--- config.mk ---
export PLATFORM = sky130hd
export DESIGN_NAME = ram_io
export DESIGN_NICKNAME = d
export VERILOG_FILES = /design/src/rtl/ram_io_pkg.sv /design/src/rtl/ram_io_extend.sv /design/src/rtl/ram_io.sv
export SDC_FILE = /design/constraint.sdc
export NUM_CORES = 1
export LEC_CHECK = 0
export CAP_MARGIN = 20
export CORE_ASPECT_RATIO = 0.7
export CORE_MARGIN = 1
export CORE_UTILIZATION = 42
export DETAILED_ROUTE_END_ITERATION = 8
export PLACE_DENSITY = 0.77
export SLEW_MARGIN = 0
export SYNTH_ARGS = -nofsm -noshare
export SYNTH_HDL_FRONTEND = slang
export SYNTH_SLANG_ARGS = --single-unit
--- constraint.sdc ---
create_clock -name clk -period 2.8 [get_ports clk]
set_input_delay 0.28 -clock clk [delete_from_list [all_inputs] [get_ports clk]]
set_output_delay 0.28 -clock clk [all_outputs]
set_load 0.01 [all_outputs]
--- src/rtl/ram_io_pkg.sv ---
// Shared encodings, FSM states and access-size lookup for ram_io.
package ram_io_pkg;

   typedef enum logic [1:0] {
      WT_NONE = 2'b00,
      WT_BYTE = 2'b01,
      WT_HALF = 2'b10,
      WT_WORD = 2'b11
   } write_type_e;

   typedef enum logic [2:0] {
      RT_NONE   = 3'b000,
      RT_BYTE_S = 3'b001,
      RT_HALF_S = 3'b010,
      RT_WORD   = 3'b011,
      RT_BYTE_U = 3'b101,
      RT_HALF_U = 3'b110
   } read_type_e;

   typedef enum logic [1:0] {
      ST_IDLE      = 2'd0,
      ST_ACCESS_LO = 2'd1,
`ifdef RAM_IO_MISALIGNED_EN
      ST_ACCESS_HI = 2'd2,
`endif
      ST_DONE      = 2'd3
   } state_e;

   // Byte count for a size code; the low two bits of both type encodings share it.
   function automatic logic [2:0] access_size(input logic [1:0] code);
      case (code)
         WT_BYTE: return 3'd1;
         WT_HALF: return 3'd2;
         WT_WORD: return 3'd4;
         default: return 3'd0;
      endcase
   endfunction

endpackage

--- src/rtl/ram_io_extend.sv ---
// Sign/zero extension of an assembled read value according to read_type.
module ram_io_extend
   import ram_io_pkg::*;
(
   input  logic [31:0] raw,
   input  logic [2:0]  read_type,
   output logic [31:0] ext
);

   always_comb begin
      ext = '0;
      case (read_type)
         RT_BYTE_S: ext = {{24{raw[7]}}, raw[7:0]};
         RT_HALF_S: ext = {{16{raw[15]}}, raw[15:0]};
         RT_BYTE_U: ext = {24'h0, raw[7:0]};
         RT_HALF_U: ext = {16'h0, raw[15:0]};
         RT_WORD, 3'b111: ext = raw;
         default:   ext = '0;
      endcase
   end

endmodule

--- src/rtl/ram_io.sv ---
// Byte/half/word load-store adapter onto a word-wide RAM.
// Define RAM_IO_MISALIGNED_EN to split word-spanning accesses; otherwise they are rejected with error.
module ram_io
   import ram_io_pkg::*;
#(
   parameter int unsigned ADDRESS_BITWIDTH = 16,
   parameter int unsigned DATA_BITWIDTH    = 32
) (
   input  logic                          clk,
   input  logic                          rst,
   input  logic                          req_valid,
   output logic                          req_ready,
   input  logic [ADDRESS_BITWIDTH+1:0]   addr,
   input  logic [1:0]                    write_type,
   input  logic [2:0]                    read_type,
   input  logic [DATA_BITWIDTH-1:0]      data_in,
   output logic [DATA_BITWIDTH-1:0]      data_out,
   output logic                          done,
   output logic                          error,
   output logic                          ram_write_enable,
   output logic [ADDRESS_BITWIDTH-1:0]   ram_address,
   output logic [DATA_BITWIDTH-1:0]      ram_data_in,
   input  logic [DATA_BITWIDTH-1:0]      ram_data_out
);

`ifdef RAM_IO_MISALIGNED_EN
   localparam int unsigned LANES = 8;
`else
   localparam int unsigned LANES = 4;
`endif
   localparam int unsigned SH_W = 8 * LANES;

   state_e                      state_q, state_d;
   logic [ADDRESS_BITWIDTH+1:0] addr_q, addr_d;
   logic [1:0]                  wtype_q, wtype_d;
   logic [2:0]                  rtype_q, rtype_d;
   logic [31:0]                 wdata_q, wdata_d;
   logic [31:0]                 data_out_q, data_out_d;
   logic                        error_q, error_d;
`ifdef RAM_IO_MISALIGNED_EN
   logic [31:0]                 rd_lo_q, rd_lo_d;
`endif

   logic [1:0]                  off;
   logic [1:0]                  access_code;
   logic [2:0]                  size;
   logic                        spanning;
   logic                        is_write;
   logic                        is_read;
   logic                        reject;
   logic                        in_access;
   logic                        in_hi;
   logic [3:0]                  size_mask;
   logic [LANES-1:0]            lane_mask;
   logic [SH_W-1:0]             wdata_sh;
   logic [SH_W-1:0]             rd_window;
   logic [3:0]                  cur_mask;
   logic [31:0]                 cur_wdata;
   logic [ADDRESS_BITWIDTH-1:0] word_lo;
   logic [31:0]                 rd_raw;
   logic [31:0]                 rd_ext;

   assign off         = addr_q[1:0];
   assign word_lo     = addr_q[ADDRESS_BITWIDTH+1:2];
   assign access_code = (wtype_q != WT_NONE) ? wtype_q : rtype_q[1:0];
   assign size        = access_size(access_code);
   assign spanning    = ({1'b0, off} + size) > 3'd4;
   assign is_write    = wtype_q != WT_NONE;
   assign is_read     = rtype_q != RT_NONE;

   always_comb begin
      size_mask = 4'b0000;
      case (size)
         3'd1:    size_mask = 4'b0001;
         3'd2:    size_mask = 4'b0011;
         3'd4:    size_mask = 4'b1111;
         default: size_mask = 4'b0000;
      endcase
   end

   // Byte lanes and data are laid out across a two-word window starting at word_lo.
   assign lane_mask = LANES'(8'(size_mask) << off);
   assign wdata_sh  = SH_W'(64'(wdata_q) << {off, 3'b000});

`ifdef RAM_IO_MISALIGNED_EN
   assign reject    = 1'b0;
   assign in_hi     = state_q == ST_ACCESS_HI;
   assign in_access = (state_q == ST_ACCESS_LO) || in_hi;
   assign cur_mask  = in_hi ? lane_mask[7:4] : lane_mask[3:0];
   assign cur_wdata = in_hi ? wdata_sh[63:32] : wdata_sh[31:0];
   assign rd_window = in_hi ? {ram_data_out, rd_lo_q} : {32'h0, ram_data_out};
`else
   assign reject    = spanning;
   assign in_hi     = 1'b0;
   assign in_access = state_q == ST_ACCESS_LO;
   assign cur_mask  = lane_mask;
   assign cur_wdata = wdata_sh;
   assign rd_window = ram_data_out;
`endif

   assign rd_raw = 32'(rd_window >> {off, 3'b000});

   ram_io_extend u_extend (
      .raw       (rd_raw),
      .read_type (rtype_q),
      .ext       (rd_ext)
   );

   always_comb begin
      ram_address      = in_hi ? word_lo + ADDRESS_BITWIDTH'(1) : word_lo;
      ram_write_enable = in_access && is_write && !reject && (cur_mask != 4'b0000);
      ram_data_in      = ram_data_out;
      for (int unsigned i = 0; i < 4; i++) begin
         if (cur_mask[i]) ram_data_in[8*i +: 8] = cur_wdata[8*i +: 8];
      end
   end

   always_comb begin
      state_d    = state_q;
      addr_d     = addr_q;
      wtype_d    = wtype_q;
      rtype_d    = rtype_q;
      wdata_d    = wdata_q;
      data_out_d = data_out_q;
      error_d    = 1'b0;
`ifdef RAM_IO_MISALIGNED_EN
      rd_lo_d    = rd_lo_q;
`endif
      case (state_q)
         ST_IDLE: begin
            if (req_valid) begin
               addr_d  = addr;
               wtype_d = write_type;
               rtype_d = (write_type != WT_NONE) ? RT_NONE : read_type;
               wdata_d = data_in;
               state_d = ST_ACCESS_LO;
            end
         end
         ST_ACCESS_LO: begin
`ifdef RAM_IO_MISALIGNED_EN
            if (spanning) begin
               rd_lo_d = ram_data_out;
               state_d = ST_ACCESS_HI;
            end else begin
               if (is_read) data_out_d = rd_ext;
               state_d = ST_DONE;
            end
`else
            if (spanning) begin
               error_d    = 1'b1;
               data_out_d = '0;
            end else if (is_read) begin
               data_out_d = rd_ext;
            end
            state_d = ST_DONE;
`endif
         end
`ifdef RAM_IO_MISALIGNED_EN
         ST_ACCESS_HI: begin
            if (is_read) data_out_d = rd_ext;
            state_d = ST_DONE;
         end
`endif
         ST_DONE: state_d = ST_IDLE;
         default: state_d = ST_IDLE;
      endcase
   end

   always_ff @(posedge clk or posedge rst) begin
      if (rst) begin
         state_q    <= ST_IDLE;
         addr_q     <= '0;
         wtype_q    <= '0;
         rtype_q    <= '0;
         wdata_q    <= '0;
         data_out_q <= '0;
         error_q    <= 1'b0;
`ifdef RAM_IO_MISALIGNED_EN
         rd_lo_q    <= '0;
`endif
      end else begin
         state_q    <= state_d;
         addr_q     <= addr_d;
         wtype_q    <= wtype_d;
         rtype_q    <= rtype_d;
         wdata_q    <= wdata_d;
         data_out_q <= data_out_d;
         error_q    <= error_d;
`ifdef RAM_IO_MISALIGNED_EN
         rd_lo_q    <= rd_lo_d;
`endif
      end
   end

   assign req_ready = state_q == ST_IDLE;
   assign done      = state_q == ST_DONE;
   assign error     = error_q;
   assign data_out  = data_out_q;

endmodule

==> results of run 1 <==
-- synth_stat cells (2+ instances only) --
cell       instances  share of area [%]
a211oi_1           8                1.1
buf_2             14                1.3
a21oi_1           35                3.3
nor2_1            25                1.8
buf_4             17                2.4
nand2b_1           4               0.47
nand3_1            5               0.47
a22o_1            16                2.7
o21ai_0           19                1.8
o2bb2ai_1         23                3.8
buf_1              6               0.43
nor2b_1           12                1.4
mux2i_1           32                6.1
a221oi_1           2               0.33
clkbuf_1          15                1.1
dfrtp_1           90                 43
and2_1             2               0.24
o211ai_1          17                2.4
buf_6              4               0.85
inv_1             10               0.71
mux2_2            82                 17
nand2_1           29                2.1
-- report_power, final --
part | switching, W | total, W | internal, W | leakage [nW]
clock | 0.000548 | 0.00134 | 0.000789 | 0.149
sequential | 0.000480 | 0.00237 | 0.00189 | 1.13
combinational | 0.00271 | 0.00572 | 0.00301 | 1.84
total | 0.00374 | 0.00943 | 0.00569 | 3.12
-- per-stage QoR --
step / TNS (ps) / cells / instance area (um^2) / utilization, % / setup slack, ps
3_5_place_dp: 0 / 787 / 7090 / 59.2 / 1.60
2_1_floorplan: 0 / 492 / 5300 / - / 1.16
4_1_cts: 0 / 806 / 7440 / 62.2 / 1.96
5_1_grt: -951 / 812 / 7600 / 63.5 / -87.5
6_report: 0 / 812 / 7600 / 63.5 / 33.6
3_3_place_gp: 0 / 787 / 7090 / 59.2 / 84.7
-- what timing repair did --
item                                    4_1_cts  5_1_grt
gates resized for setup                       4       33
endpoints found under the hold margin         0        0
cloned                                        0        3
setup buffers                                 3        3
endpoints found under the setup margin       10       49
hold buffers                                  0        0
pin swaps                                     2       26
-- cell type report --
| class | count | area, um^2 |
|---|---|---|
| multi-input combinational | 338 | 2780 |
| inverter | 10 | 38.8 |
| clock inverter | 7 | 100 |
| timing repair buffer | 201 | 2010 |
| clock buffer | 9 | 225 |
| fill | 945 | 4370 |
| sequential | 90 | 2250 |
| tap | 157 | 196 |
-- logic make-up (layout without fill, tap and decap cells) --
family | Yosys count | after routing | synth area share, %
flip-flops | 90 | 90 | 42.6
AND/OR/NAND/NOR | 88 | 88 | 8.31
adder cells (fa/ha/maj) | 2 | 2 | 0.615
AO/OA/AOI/OAI | 130 | 133 | 17.4
multiplexers | 115 | 115 | 24.0
buffers and inverters | 67 | 227 | 7.08
-- final timing paths --
check                      slack [ps]                        to  depth (start not counted)                    from
setup / recovery                   30  data_out[26]$_DFFE_PP0P_                         10  rtype_q[1]$_DFFE_PP0P_
hold reg to reg                   470    state_q[0]$_DFFE_PP0P_                          1  state_q[1]$_DFFE_PP0P_
hold / removal                    230    addr_q[13]$_DFFE_PP0P_                          2                     rst
min in group clk                  470    state_q[0]$_DFFE_PP0P_                          1  state_q[1]$_DFFE_PP0P_
max in group asynchronous        1830   data_out[6]$_DFFE_PP0P_                          3                     rst
setup reg to reg                   30  data_out[26]$_DFFE_PP0P_                         10  rtype_q[1]$_DFFE_PP0P_
-- state kept, by name, summed over array words and instances, names as in the netlist --
signal,flops
state_q,2
rtype_q,3
error,1
wdata_q,32
data_out,32
wtype_q,2
addr_q,18
-- layer usage --
layer  up-vias  wire (um)  GRT usage [%]
li1       2117          -              -
met1      2311       7330           34.7
met2       233       7690           41.5
met3        25       1430           5.16
met4         0        273           5.93
met5         -          0              0
==> results.toml, run 1 <==
[run_status]
outcome = "finished clean"

[yosys]
ys_seq_elements = 90
synth_async_sr_flop_share_pct = 100
yosysSeqAreaShare_pct = 42.6
synth_cell_types = 47
synth_nets = 584
ys.flop_type = "dfrtp_1"
netlist_area_um2 = 5290
netlist_instances = 492
synth_edf_count = 0
ys_warn_count = 0
avgSynthCellArea_um2 = 10.7

[timing]
timing.fmax_ghz = 0.361
max_slew_margin_pct = 29.3
min_period_ps = 2770
finalCritPeriodShare_pct = 98.8
rsz0062_at_grt = "true"
setup_viol = 0
final_max_slew_viol_count = 0
tightest_slew_ps = 1050
whs_ps = 231
hold_viol_final = 0
finClkSkew_ps = 4.96

[die]
die_y_um = 95.9
die_area_um2 = 13000
io_pins = 174
die_w_um = 136
row_count = 33
initial_core_util_pct = 44.1
core_area_um2 = 12000

[global_routing]
antenna_found_initial = 0
grt_use_total_pct = 25.4
grt_max_degree = 56
grt_pass1_wl_um = 25000
first_global_vias = 4641
grt-ovfl-total = 0

[critical_path]
start_kind = "register"
critical_path.top_delay_family = "simple AND/OR/NAND/NOR gates"
required_ps = 3030
path_max_fanout = 8
crit_path_frequent_cell = "inv_2"
cpPeakStageDelay_ps = 570
crit_type = "reg -> reg"
critPathBufInv = 2
cp_slowest_cell = "or4_4"
cp.arrival_ps = 3000
critPathCaptureType = "register"
crit_chain = "inv_2, a21oi_2, nor2_1, ha_2, inv_2, fa_1, nor2b_4, or4_4, a31o_4, a22o_1"

[hold_path]
worstHoldPathType = "in -> async"

[clock_network]
cts_buffer_depth = 2
cts_tree = "yes"
cts_buffers = 9
cts_root_buf = "clkbuf_16"
clkLatencyLatePin_ps = 340
clock_sinks = 90
clk_pin_slew_ps = 70
htreeDepth = 3

[placement]
io_buffers = 173
routabilityCongestion = 0.931
dp_hpwl_um = 11900

[drt]
ant_nets = 0
num_vias = 4686
routed_wl_um = 16700
wire_per_inst_um = 20.6
via_per_inst = 5.77
drt_iter0_markers = 268
first_pass_iters = 4
drc = 0

[layout]
mostFrequentLayoutCells = "clkdlybuf4s50_1, dfrtp_1, mux2_2"
nNetsFinal = 742
layout_commonest_cell = "clkdlybuf4s50_1"
n_antenna_cell = 0
syn_to_final_growth_pct = 43.9
layout-drive-gt1-share_pct = 24.3

[power_and_ir_drop]
power_w = 0.00943
powerDensity_nw_per_um2 = 1240
ir_drop_mv = 0.700
p_leak_nw = 3.12

[run]
maxCapViolations = 0
Power figures use the tool's default switching activity.
==> run 2, diff against run 1 <==
CORE_UTILIZATION = 45   (was 42)
PLACE_DENSITY = 0.79   (was 0.77)
clock period = 3.1 ns   (was 2.8 ns; I/O delays follow)
==> results.toml, run 2 (synthesis gave the netlist of run 1 again) <==
[run_status]
outcome = "finished clean"

[drt]
routed_wl_um = 15800
drt_iter0_markers = 266
via_per_inst = 5.69
wire_per_inst_um = 19.9
drc = 0
first_pass_iters = 4
num_vias = 4509
ant_nets = 0

[critical_path]
crit_type = "reg -> out"
critPathCaptureType = "output pin"
required_ps = 2790
cpPeakStageDelay_ps = 500
crit_path_frequent_cell = "inv_1"
worstRegToRegCells = 10
cp_slowest_cell = "fa_1"
start_kind = "register"
crit_chain = "inv_1, a21oi_1, nor2_1, ha_1, inv_1, fa_1, nor2b_1, o21ai_0, a221oi_1, dlygate4sd2_1"
cp.arrival_ps = 2620
path_max_fanout = 5

[clock_network]
clk_pin_slew_ps = 70
postCtsSetupRepairBufs = 0
cts_buffers = 9
cts_buffer_depth = 2
cts_tree = "yes"
htreeDepth = 3
cts_root_buf = "clkbuf_16"
clock_sinks = 90
clkLatencyLatePin_ps = 360

[timing]
final_max_slew_viol_count = 0
tightest_slew_ps = 788
setup_slack_ps = 166
rsz0062_at_grt = "false"
finClkSkew_ps = 7.62
finalSetupTns_ps = 0
max_slew_margin_pct = 47.5
min_period_ps = 2930
hold_viol_final = 0
finalCritPeriodShare_pct = 94.7
timing.fmax_ghz = 0.341
setup_viol = 0

[layout]
final_area_um2 = 7300
layout_commonest_cell = "clkdlybuf4s50_1"
nNetsFinal = 726
mostFrequentLayoutCells = "clkdlybuf4s50_1, dfrtp_1, mux2_2"
layout-drive-gt1-share_pct = 20.0
n_antenna_cell = 0
syn_to_final_growth_pct = 38.1

[run]
maxCapViolations = 0

[global_routing]
antenna_found_initial = 0
grt_pass1_wl_um = 25200
first_global_vias = 4617
grt_use_total_pct = 27.0
grt_max_degree = 62
grt-ovfl-total = 0

[placement]
dpl_worst_slack_ps = 248
post_dp_cell_area_um2 = 6990
routabilityCongestion = 0.895
io_buffers = 173
dp_hpwl_um = 11600

[die]
initial_core_util_pct = 47.2
core_area_um2 = 11200
die_area_um2 = 12200
row_count = 32
io_pins = 174
die_w_um = 132
die_y_um = 92.7

[power_and_ir_drop]
power_w = 0.00787
p_leak_nw = 2.93
ir_drop_mv = 0.642
powerDensity_nw_per_um2 = 1080

[hold_path]
worstHoldPathType = "in -> async"
## run 2: final timing paths
path                                        startpoint                  endpoint  slack (ps)
worst max-delay path            rtype_q[1]$_DFFE_PP0P_          ram_write_enable         170
worst min-delay path                               rst    wdata_q[0]$_DFFE_PP0P_         300
worst max register to register  rtype_q[1]$_DFFE_PP0P_  data_out[20]$_DFFE_PP0P_         220
worst min register to register  state_q[1]$_DFFE_PP0P_    state_q[0]$_DFFE_PP0P_         480
max in group asynchronous                          rst    addr_q[11]$_DFFE_PP0P_        1990
min in group clk                state_q[1]$_DFFE_PP0P_    state_q[0]$_DFFE_PP0P_         480
## run 2: critical path, delay by kind of cell, from the launching register on
kind            cells  cell delay (ps)
buf+inv             3              460
flops               1              410
simple gates        2              290
compound gates      3              470
fa+ha+maj           2              650
## run 2: where the power goes
part | switching [W] | leakage (nW) | total, W | internal [W]
combinational | 0.00220 | 1.67 | 0.00465 | 0.00244
sequential | 0.000441 | 1.13 | 0.00215 | 0.00171
clock | 0.000519 | 0.139 | 0.00108 | 0.000560
## run 2: layout make-up
cell class | count | area (um^2)
fillers | 898 | 3910
multi-input cells | 335 | 2660
flip-flops and latches | 90 | 2260
repair buffers | 188 | 1870
clock buffers | 9 | 225
well taps | 153 | 191
clock inverters | 7 | 58.8
inverters | 10 | 38.8
## run 2: routing by layer
layer	track usage (%)	vias to the layer above	part of all wire (%)
li1	-	2061	-
met3	7.61	17	7.8
met4	7.07	0	1.4
met5	0	-	0
met2	42.7	206	46
met1	36.2	2225	45
## run 2: per-stage QoR
step | std cells | util, % | hold WS [ps]
after floorplan | 492 | - | 427
after global placement | 774 | 62.3 | 443
after detailed placement | 775 | 62.4 | 462
after CTS | 791 | 64.9 | 471
after global routing | 792 | 65.1 | 348
final | 792 | 65.1 | 304
## run 2: timing repair
action,in CTS,in global routing
endpoints found under the setup margin,1,1
resized for setup,2,1
hold buffers,0,0
==> run 3, diff against run 2 <==
CORE_UTILIZATION = 47   (was 45)
PLACE_DENSITY = 0.82   (was 0.79)
SLEW_MARGIN = 40   (was 0)
==> results.toml, run 3 (synthesis gave the netlist of run 1 again) <==
[run_status]
outcome = "finished clean"

[run]
maxCapViolations = 0

[critical_path]
crit_start = "wtype_q[1]$_DFFE_PP0P_"
cpPeakStageDelay_ps = 500
critPathCaptureType = "output pin"
r2r_setup_slack_ps = 260
crit_path_end = "ram_data_in[29]"
start_kind = "register"
cp_slowest_cell = "o221ai_2"
crit_type = "reg -> out"
cp.arrival_ps = 2640
path_max_fanout = 10
r2r-end = "data_out[20]$_DFFE_PP0P_"
crit_chain = "buf_4, nor2_1, a22oi_1, o221ai_2, mux2_2, clkdlybuf4s50_1"
worstRegToRegCells = 9
r2r-start = "wtype_q[0]$_DFFE_PP0P_"
required_ps = 2790

[clock_network]
hold_buffers = 0
cts_tree = "yes"
cts_buffers = 9
clkLatencyLatePin_ps = 340
clock_sinks = 90
postCtsSetupRepairBufs = 0
htreeDepth = 3
clk_pin_slew_ps = 60
cts_buffer_depth = 2
cts_root_buf = "clkbuf_16"

[drt]
drc = 0
via_per_inst = 5.77
ant_nets = 0
wire_per_inst_um = 19.5
routed_wl_um = 15300
first_pass_iters = 5
drt_iter0_markers = 210
num_vias = 4543

[placement]
dpl_worst_slack_ps = 292
io_buffers = 173
dp_hpwl_um = 11200
routabilityCongestion = 0.877

[die]
io_pins = 174
die_w_um = 129
core_area_um2 = 10600
row_count = 31
die_area_um2 = 11700
initial_core_util_pct = 49.7
die_y_um = 90.7

[timing]
setup_viol = 0
hold_viol_final = 0
tightest_slew_ps = 841
timing.fmax_ghz = 0.339
finalSetupTns_ps = 0
final_max_slew_viol_count = 0
min_period_ps = 2950
finalCritPeriodShare_pct = 95.3
whs_ps = 390
setup_slack_ps = 146
max_slew_margin_pct = 43.9
finClkSkew_ps = 4.43
rsz0062_at_grt = "false"

[layout]
final_util_pct = 68.8
n_antenna_cell = 0
layout_commonest_cell = "clkdlybuf4s50_1"
mostFrequentLayoutCells = "clkdlybuf4s50_1, dfrtp_1, mux2_2"
seq_area_um2 = 2250
syn_to_final_growth_pct = 38.3
nNetsFinal = 726
multi_input_area_um2 = 2660
layout-drive-gt1-share_pct = 20.0
fillers = 818

[hold_path]
worstHoldPathType = "in -> async"

[global_routing]
grt-ovfl-total = 0
grt_pass1_wl_um = 24400
grt_use_total_pct = 27.3
grt_max_degree = 91
antenna_found_initial = 0
first_global_vias = 4522

[power_and_ir_drop]
ir_drop_mv = 0.602
p_leak_nw = 2.94
powerDensity_nw_per_um2 = 1080
power_w = 0.00789
[run 3: cell types whose count changed in the layout (fill, tap and decap cells not counted), sizes merged]
cell | before | now
inv | 14 | 10
clkinv | 2 | 4
bufinv | 0 | 1
clkbuf | 9 | 10
clkinvlp | 1 | 2
dlygate4sd2 | 1 | 0
[run 3: metal layers]
layer	share of wire (%)	track usage (%)
met5	0	0
met4	1.3	6.37
met3	8.1	6.64
met2	46	42.9
met1	45	37.7
[run 3: timing repair]
| item | CTS | global route |
|---|---|---|
| gates cloned | 0 | 0 |
| gates resized for setup | 1 | 4 |
| setup endpoints to repair | 1 | 9 |
| endpoints found under the hold margin | 0 | 0 |
[run 3: report_power, final]
group | internal (W) | switching (W) | total [W]
sequential | 0.00170 | 0.000430 | 0.00213
combinational | 0.00246 | 0.00220 | 0.00465
clock | 0.000631 | 0.000472 | 0.00110
[run 3: worst min-delay path by stage]
stage | end | slack (ps) | cells after the start
finish | state_q[0]$_DFFE_PP0P_ | 390 | 3
global route | wdata_q[7]$_DFFE_PP0P_ | 470 | 3
CTS | addr_q[9]$_DFFE_PP0P_ | 430 | 3
detailed placement | state_q[0]$_DFFE_PP0P_ | 460 | 1
global placement | state_q[0]$_DFFE_PP0P_ | 440 | 1
floorplan | addr_q[1]$_DFFE_PP0P_ | 430 | 2
[run 3: cell type report]
cell class | instances | area share, %
clock buffers | 9 | 3.08
clock inverters | 7 | 1.08
inverters | 10 | 0.531
multi-input cells | 335 | 36.4
flip-flops and latches | 90 | 30.8
well taps | 148 | 2.53
repair buffers | 188 | 25.5
[run 3: through the flow]
| step | cell area [um^2] | std cells |
|---|---|---|
| 4_1_cts | 7310 | 787 |
| 5_1_grt | 7310 | 787 |
| 2_1_floorplan | 5290 | 492 |
| 6_report | 7310 | 787 |
| 3_5_place_dp | 7010 | 771 |
| 3_3_place_gp | 7010 | 771 |
[run 3: worst max-delay path: cells and delay by family, from the launching register on]
family                 cells  cell delay, ps
AO/OA/AOI/OAI              2             610
buffers and inverters      2             680
flip-flops                 1             420
multiplexers               1             440
AND/OR/NAND/NOR            1             160
